===== src/rtl/product_accumulator.sv =====
`default_nettype none
// ============================================================================
// Module  : product_accumulator
// Brief   : Sums a programmed number of 32-bit unsigned products into an
//           ACC_W-bit accumulator with a valid/ready result handshake.
//           Define PRODUCT_ACC_SATURATE_EN to clamp on overflow (wraps otherwise).
// Revision: 1.0 - initial release
// ============================================================================
module product_accumulator #(
    parameter int ACC_W = 40,
    parameter int CNT_W = 8
) (
    input  logic             clk,
    input  logic             rst_n,
    input  logic             start,
    input  logic [CNT_W-1:0] len,
    input  logic             prod_valid,
    input  logic [31:0]      prod,
    output logic             prod_ready,
    output logic             res_valid,
    input  logic             res_ready,
    output logic [ACC_W-1:0] result,
    output logic             overflow,
    output logic             busy
);

    typedef enum logic [1:0] {
        S_IDLE = 2'd0,
        S_ACC  = 2'd1,
        S_DONE = 2'd2
    } state_t;

    state_t           r_state;
    logic [ACC_W-1:0] r_acc;
    logic [CNT_W-1:0] r_count;
    logic [CNT_W-1:0] r_len;
    logic             r_overflow;

    logic [ACC_W:0]   w_sum;
    logic             w_carry;
    logic [ACC_W-1:0] w_acc_next;
    logic [CNT_W-1:0] w_cnt_inc;

    // One extra bit on the adder exposes the carry out of the accumulator MSB.
    assign w_sum     = {1'b0, r_acc} + {{(ACC_W-31){1'b0}}, prod};
    assign w_carry   = w_sum[ACC_W];
    assign w_cnt_inc = r_count + {{(CNT_W-1){1'b0}}, 1'b1};

`ifdef PRODUCT_ACC_SATURATE_EN
    assign w_acc_next = w_carry ? {ACC_W{1'b1}} : w_sum[ACC_W-1:0];
`else
    assign w_acc_next = w_sum[ACC_W-1:0];
`endif

    always_ff @(posedge clk or negedge rst_n) begin
        if (!rst_n) begin
            r_state    <= S_IDLE;
            r_acc      <= '0;
            r_count    <= '0;
            r_len      <= '0;
            r_overflow <= 1'b0;
        end else begin
            case (r_state)
                S_IDLE: begin
                    if (start) begin
                        r_acc      <= '0;
                        r_count    <= '0;
                        r_overflow <= 1'b0;
                        r_len      <= len;
                        r_state    <= (len == '0) ? S_DONE : S_ACC;
                    end
                end
                S_ACC: begin
                    if (prod_valid) begin
                        r_acc   <= w_acc_next;
                        r_count <= w_cnt_inc;
                        if (w_carry) begin
                            r_overflow <= 1'b1;
                        end
                        if (w_cnt_inc == r_len) begin
                            r_state <= S_DONE;
                        end
                    end
                end
                S_DONE: begin
                    if (res_ready) begin
                        r_state <= S_IDLE;
                    end
                end
                default: begin
                    r_state <= S_IDLE;
                end
            endcase
        end
    end

    // The accumulator itself is the result, so it holds after the handshake.
    assign result     = r_acc;
    assign overflow   = r_overflow;
    assign prod_ready = (r_state == S_ACC);
    assign res_valid  = (r_state == S_DONE);
    assign busy       = (r_state != S_IDLE);

endmodule
`default_nettype wire


===== config.mk =====
export PLATFORM = sky130hd
export DESIGN_NAME = product_accumulator
export DESIGN_NICKNAME = d
export VERILOG_FILES = /design/src/rtl/product_accumulator.sv
export SDC_FILE = /design/constraint.sdc
export NUM_CORES = 1
export LEC_CHECK = 0
export ABC_AREA = 1
export CORE_AREA = 2 2 102 104
export CTS_CLUSTER_DIAMETER = 120
export CTS_CLUSTER_SIZE = 16
export DETAILED_ROUTE_END_ITERATION = 7
export DIE_AREA = 0 0 104 106
export MAX_ROUTING_LAYER = met4
export PLACE_DENSITY = 0.81
export RECOVER_POWER = 50
export SYNTH_ARGS = -nofsm -noshare
export SYNTH_HDL_FRONTEND = slang
export SYNTH_SLANG_ARGS = --single-unit
export TNS_END_PERCENT = 5

===== constraint.sdc =====
create_clock -name clk -period 2.1 [get_ports clk]
set_input_delay 0.21 -clock clk [delete_from_list [all_inputs] [get_ports clk]]
set_output_delay 0.21 -clock clk [all_outputs]
set_load 0.005 [all_outputs]

* Word level (Yosys, flattened, before mapping)
Cells that the tools add are included.
Storage, ports and cells: flip-flop bits (word level) 59
Cells by class: multiplexer cells 16, reduce and logical (&&, ||, !) cells 8, equality and inequality tests 8, add/subtract/negate cells 2
Operator list (count):
- 40-bit two-way mux | 2
- 40-bit one-hot mux with 2 select lines | 1
- 40-bit by 32-bit adder with 41-bit output | 1
- 8-bit two-way mux | 2
- 8-bit one-hot mux with 2 select lines | 1
- 2-bit two-way mux | 5
- 8-bit by 1-bit adder with 8-bit output (second input constant) | 1
- 8-bit equality test | 1
- 8-bit zero test | 1
- 4-bit AND reduction | 2
- 2-bit by 1-bit inequality test with 1-bit output (second input constant) | 3
- 2-bit one-hot mux with 3 select lines | 1
- 2-bit inequality test (second input constant) | 2
- 2-bit nonzero test | 2
- 1-bit two-way mux | 3
- 3-bit AND reduction | 1
- 2-bit by 1-bit equality test with 1-bit output (second input constant) | 1
- 2-bit equality test (second input constant) | 1
- 2-bit zero test | 1
- 1-bit one-hot mux with 2 select lines | 1
- 2-bit AND reduction | 1

* Logic depth before layout (Yosys ltp)
Gate-level depths: netlist of the first run.
depth after elaboration 5, mapped depth 14, depth with buffers taken out 14

* Worst setup path after synthesis of the first run
OpenSTA, ideal clock, no wires.
kind register -> register, from reg r_acc[0], in the netlist result[0], to reg r_acc[38], in the netlist result[38], stages on the path, launching flop included 13, slack 0.172 ns, library setup time 0.119 ns, clock period less this slack 1.928 ns, arrival 1.809 ns, path buffers 0, cells stage by stage dfrtp_1 ha_1 fa_1 nand3_1 nand3_1 nand2_1 nand2_1 nand2_1 nand3_1 nand2_1 nand2_1 a21oi_1 nor2_1
Between the ends: longest elaborated chain between the ends 3
RTL lines:
- from (decl) | RTL line 34 | logic [ACC_W-1:0] r_acc;
- from (signal assigned) | RTL line 75 | r_acc <= w_acc_next;
- 40-bit by 32-bit adder with 41-bit output | RTL line 45 | assign w_sum = {1'b0, r_acc} + {{(ACC_W-31){1'b0}}, prod};
- 40-bit two-way mux | RTL line 74 | if (prod_valid) begin
- 40-bit one-hot mux with 2 select lines | RTL line 63 | case (r_state)
No other way between the ends. The select of a mux whose other input is x is not followed. A chain may end at the register's enable or synchronous reset.

* Worst setup path in the final report of the first run
from reg r_acc[6], in the netlist result[6], to reg r_acc[39], in the netlist result[39]
The elaborated chain is that of the path after synthesis.

==> results of run 1 <==
report_power, final:
group          switching [mW]  leakage (nW)  internal, mW
combinational            2.61          2.90          2.09
clock                   0.581         0.105         0.567
sequential              0.342         0.780          1.48
path summary, 6_finish.rpt:
path	to	slack [ns]	cells past startpoint
max	result[39]	0.09	13
min	r_len[4]	0.42	3
max reg2reg	result[39]	0.09	13
min reg2reg	r_len[3]	0.50	2
max in group asynchronous	result[22]	0.63	3
min in group asynchronous	result[25]	0.64	2
area by class of cell:
cell class,count,area [sq um]
clock buffer,9,124
clock inverter,7,82.6
fill,901,2920
inverter,141,531
multi-input combinational,663,3390
sequential,59,1480
tap,136,170
timing repair buffer,142,1310
Yosys cell counts (4+ instances only):
library cell	n	area, sq um
o31ai_1	4	30.0
o22ai_1	4	25.0
nand3_2	6	60.1
inv_1	137	514
nor2_2	7	43.8
nor2_4	4	45.0
xnor2_1	4	35.0
nand2_1	343	1290
a21oi_1	44	220
o21ai_0	35	175
nand2_2	10	62.6
dfrtp_1	59	1480
nand3_1	47	235
ha_1	33	413
nand3b_1	8	60.1
buf_4	5	37.5
nor3_1	10	50.1
nor2_1	82	308
metal layers:
layer,up-vias,part of all wire (%)
li1,3008,-
met1,2654,45
met2,202,46
met3,38,6.4
met4,0,2.8
met5,-,0
worst max-delay path: stages, from the launching register on:
cell,delay [ns]
dfrtp_1,0.41
ha_1,0.34
nand2_1,0.16
inv_1,0.06
nand2_1,0.07
nand2_1,0.08
inv_1,0.06
nand2_1,0.11
nand2_1,0.10
nand3_2,0.14
nand2_1,0.10
nand2_1,0.08
a21oi_1,0.13
nor2_1,0.06
flip-flops by register name, indices dropped and copies added, names as in the netlist:
| signal | flops |
|---|---|
| r_count | 8 |
| r_len | 8 |
| r_state | 2 |
| result | 40 |
| overflow | 1 |
cells by family (layout without fill, tap and decap cells):
| group | after synthesis | in the layout | synth area share (%) |
|---|---|---|---|
| AOI/OAI and AO/OA | 98 | 98 | 10.1 |
| DFF | 59 | 59 | 27.9 |
| xor gates and xnor gates | 6 | 6 | 0.992 |
| buffers and inverters | 151 | 299 | 11.2 |
| adders and majority gates | 34 | 34 | 8.17 |
| and+or+nand+nor | 525 | 525 | 41.7 |
timing repair:
action                                 4_1_cts  5_1_grt
endpoints found under the hold margin       19        0
hold buffers                                 1        0
gates resized for setup                      1       18
setup endpoints to repair                    1       21
cloned                                       0        0
buffers inserted                             0        3
through the flow:
| step | utilization [%] | cell area (sq um) | hold slack, ns |
|---|---|---|---|
| 4_1_cts | 69.0 | 6900 | 0.363 |
| 6_report | 70.8 | 7080 | 0.417 |
| 5_1_grt | 70.8 | 7080 | 0.449 |
| 2_1_floorplan | - | 5300 | -0.0856 |
| 3_5_place_dp | 66.8 | 6680 | 0.212 |
| 3_3_place_gp | 66.8 | 6680 | 0.218 |
==> out/qor.csv, run 1 <==
stage,metric,value,unit
logic_synthesis,ys_warn_count,0,
pwr,ir_drop,0.798,mV
critical_path,critPathRequiredTime,2.35,ns
die,dieArea,0.0110,sq mm
sta,hold_viol_final,0,
die,die_w,104,um
sta,slew_headroom,15.6,%
logic_synthesis,synthDistinctLibCells,37,
critical_path,cp.arrival,2.27,ns
clocking,clock-root-buffer,clkbuf_8,
clocking,cts_inserted_buffers,9,
clocking,insertion_delay,0.37,ns
logic_synthesis,synthesis.nets,952,
die,start_util,53.0,%
global_route,grt.overflow.total,0,
final_layout,area_growth,33.7,%
detailed_routing,drc,0,
clocking,numClockSinks,59,
detailed_routing,drtIter0Drc,313,
detailed_routing,ant_nets,0,
sta,setup_slack,0.0857,ns
placed_design,preCtsSetupSlack,-0.239,ns
global_route,met1_usage,37.4,%
sta,rsz0062_at_grt,yes,
global_route,grt_max_degree,41,
pwr,power,7.67,mW
clocking,htreeDepth,3,
sta,fmax,496,MHz
logic_synthesis,yosys_register_bits,59,
critical_path,timing.rr.start,result[6],
global_route,grt_pass1_vias,5698,
placed_design,dp.cells,1137,
sta,timing.final.crit_period,2.01,ns
sta,drv_slew,0,
sta,finalSetupViolations,0,
pwr,power.density,1080,mW/mm^2
detailed_routing,drt_wl_total,15400,um
logic_synthesis,yosysSeqAreaShare,27.9,%
placed_design,numPortBuffers,88,
die,num_rows,37,
pwr,p_leak,3.79,nW
detailed_routing,vias,5902,
global_route,antenna_found_initial,0,
sta,worst_pin_slew,1.27,ns
logic_synthesis,synth_flop_cell,dfrtp_1,
sta,period_share,95.9,%
global_route,grtUsageTotal,29.5,%
outcome,status,"finished, final reports clean",
die,core_area,0.0100,sq mm
final_layout,post_route_cells_drive_above_1_share,11.9,%
flow_run,drv_cap,0,
final_layout,final_common_cell,nand2_1,
sta,tns,0,ns
critical_path,critical_path_class,reg -> reg,
sta,finClkSkew,0.0188,ns
critical_path,path_max_fanout,4,
placed_design,hpwl,11900,um
placed_design,gp_congestion,0.986,
final_layout,diodes,0,
hold_path,hp-class,in -> reg,
critical_path,crit_path_end_kind,flip-flop,
clocking,clkTransAtPathRegs,0.08,ns
die,pin_count,89,
detailed_routing,detail_route.wl_per_cell,13.3,um
global_route,met2_usage,47.9,%
hold_path,hold_start,len[4],
logic_synthesis,synth_edf_count,0,
logic_synthesis,syn_avg_cell_area,6.07,sq um
critical_path,cp-start-kind,flip-flop,
final_layout,layout_common_cells,"343 x nand2_1, 137 x inv_1, 81 x clkdlybuf4s50_1",
global_route,met3_usage,4.97,%
die,die_h,106,um
global_route,gr-max-usage-layer,met2,
final_layout,layout.nets,1095,
logic_synthesis,ys_async_sr_fraction,100,%
detailed_routing,first_pass_iters,6,
clocking,clk_path_buf_depth,2,
final_layout,finalNonFillerCells,1157,
critical_path,crit_start,result[6],
clocking,cts_tree,done,
logic_synthesis,syn_inst,873,
detailed_routing,vias_per_cell,5.10,
global_route,grt_pass1_wl,25800,um
logic_synthesis,syn_area,0.00530,sq mm
Power figures use the tool's default switching activity.
==> run 2: changes to the inputs <==
Settings changed: CELL_PAD_IN_SITES_DETAIL_PLACEMENT set to 2, CELL_PAD_IN_SITES_GLOBAL_PLACEMENT set to 2, CORE_AREA 2 2 102 104 to 2 2 141 143, DIE_AREA 0 0 104 106 to 0 0 143 145, PLACE_DENSITY 0.81 to 0.8.
Clock period 2.1 ns to 2 ns, I/O delays scaled along.
==> out/qor.csv, run 2 (synthesis gave the netlist of run 1 again) <==
stage,metric,value,unit
placed_design,dp.cells,1323,
detailed_routing,drt_wl_total,31500,um
critical_path,critPathRequiredTime,2.26,ns
detailed_routing,first_pass_iters,5,
clocking,clkTransAtPathRegs,0.07,ns
sta,period_share,117,%
sta,worst_pin_slew,0.992,ns
die,die_h,145,um
global_route,grt_pass1_vias,7727,
flow_run,drv_cap,0,
pwr,p_leak,4.19,nW
detailed_routing,drc,0,
clocking,insertion_delay,0.36,ns
clocking,clock-root-buffer,clkbuf_16,
sta,fmax,427,MHz
clocking,numClockSinks,59,
sta,drv_slew,0,
hold_path,hold_start,len[4],
outcome,violations,negative setup slack,
critical_path,ff2ff_path_depth,9,
final_layout,area_growth,58.9,%
die,die_w,143,um
placed_design,hpwl,18000,um
final_layout,utilization,43.8,%
critical_path,path_max_fanout,5,
die,dieArea,0.0207,sq mm
sta,timing.final.crit_period,2.34,ns
critical_path,endpoint,overflow,
final_layout,finalNonFillerCells,1348,
outcome,status,"finished, violations left",
pwr,power_frac_clock,16.9,%
critical_path,crit_start,result[28],
final_layout,layout.nets,1157,
die,pin_count,89,
sta,finClkSkew,0.0120,ns
sta,rsz0062_at_grt,yes,
final_layout,final_common_cell,nand2_1,
placed_design,numPortBuffers,88,
detailed_routing,detail_route.wl_per_cell,23.4,um
pwr,power.density,1330,mW/mm^2
sta,slew_headroom,33.9,%
die,start_util,27.6,%
critical_path,rrSetupSlack,-0.34,ns
sta,hold_ws,0.407,ns
global_route,antenna_found_initial,0,
final_layout,nFillCells,2187,
sta,setup_slack,-0.344,ns
sta,finalSetupViolations,33,
hold_path,hp-class,in -> reg,
critical_path,cp.arrival,2.61,ns
pwr,p_int,5.76,mW
final_layout,layout_common_cells,"300 x nand2_1, 134 x inv_1, 112 x buf_4",
detailed_routing,ant_nets,0,
critical_path,critical_path_class,reg -> reg,
pwr,sw_frac_of_total,48.3,%
sta,hold_viol_final,0,
clocking,cts_inserted_buffers,9,
final_layout,largest_reg_flops,40,
final_layout,diodes,0,
pwr,combPwrFrac,65.5,%
detailed_routing,vias,7012,
pwr,ir_drop,0.560,mV
global_route,grt_pass1_wl,42900,um
clocking,clk_path_buf_depth,2,
final_layout,post_route_cells_drive_above_1_share,27.3,%
critical_path,timing.rr.start,result[28],
global_route,grt_max_degree,60,
clocking,htreeDepth,3,
clocking,cts_tree,done,
critical_path,rr_endpoint,overflow,
die,num_rows,51,
detailed_routing,vias_per_cell,5.20,
critical_path,cp-start-kind,flip-flop,
pwr,power_frac_seq,17.6,%
critical_path,crit_path_end_kind,flip-flop,
pwr,netSwitchingPower,5.39,mW
global_route,grt.overflow.total,0,
detailed_routing,drtIter0Drc,333,
placed_design,gp_congestion,0.817,
global_route,grtUsageTotal,27.7,%
die,core_area,0.0192,sq mm
==> run 2: cell types whose count changed in the layout (fill, tap and decap cells not counted), sizes merged <==
cell / delta
buf: +62
inv: -1
dlygate4sd3: -6
clkinv: -1
clkbuf: +1
clkdlybuf4s50: +6
bufinv: +1
==> run 2: layout make-up <==
cell class	instances	area [sq um]	share of cell area, %
Clock buffer	10	239	2.84
Clock inverter	6	95.1	1.13
Inverter	141	531	6.30
Multi-Input combinational cell	663	3970	47.2
Sequential cell	59	1480	17.6
Tap cell	265	332	3.94
Timing Repair Buffer	204	1770	21.0
==> run 2: how the worst min path moves through the flow <==
stage / end / slack, ns / cells after the start
6_report: r_len[4] / 0.41 / 3
5_1_grt: r_len[2] / 0.43 / 3
4_1_cts: r_len[4] / 0.40 / 3
3_5_place_dp: r_len[6] / 0.26 / 2
3_3_place_gp: r_len[6] / 0.24 / 2
2_1_floorplan: overflow / -0.1 / 0
==> run 2: per-layer routing <==
layer  vias up  part of all wire [%]  global-route usage [%]
li1       3123                     -                       -
met1      3530                    40                    31.5
met2       259                    52                    47.9
met3       100                   4.4                    5.02
met4         0                   3.7                    10.7
met5         -                     0                       -
==> run 2: timing repair <==
| action | CTS | global route |
|---|---|---|
| buffers inserted | 4 | 4 |
| resized for setup | 63 | 107 |
| pin swaps | 9 | 25 |
| hold endpoints to repair | 59 | 0 |
| endpoints found under the setup margin | 31 | 37 |
| hold buffers | 1 | 0 |
==> run 2: critical path: stages, from the launching register on <==
cell and delay [ns]:
dfrtp_1 0.40, ha_2 0.41, nand2_1 0.17, nor2_1 0.28, nand2_1 0.16, nor3_1 0.27, nand2_1 0.12, nand2_2 0.11
nand3_1 0.10, a21oi_2 0.23
==> run 2: stage by stage <==
| step | setup WS (ns) | total power, mW | instance area [sq um] | setup TNS, ns |
|---|---|---|---|---|
| 2_1_floorplan | 0.0720 | 4.69 | 5300 | 0 |
| 3_3_place_gp | -0.419 | 7.30 | 7270 | -8.47 |
| 3_5_place_dp | -0.460 | 7.59 | 7270 | -10.72 |
| 4_1_cts | -0.0303 | 10.1 | 8000 | -0.130 |
| 5_1_grt | -0.411 | 11.7 | 8410 | -6.77 |
| 6_report | -0.344 | 11.2 | 8410 | -3.86 |
==> run 2: power by group through the flow <==
stage          logic, mW  registers (mW)  clock network (mW)
2_1_floorplan       2.84            1.85                   0
3_3_place_gp        5.46            1.83                   0
3_5_place_dp        5.73            1.86                   0
4_1_cts             6.26            1.90                1.89
5_1_grt             7.78            2.00                1.93
6_report            7.31            1.96                1.88
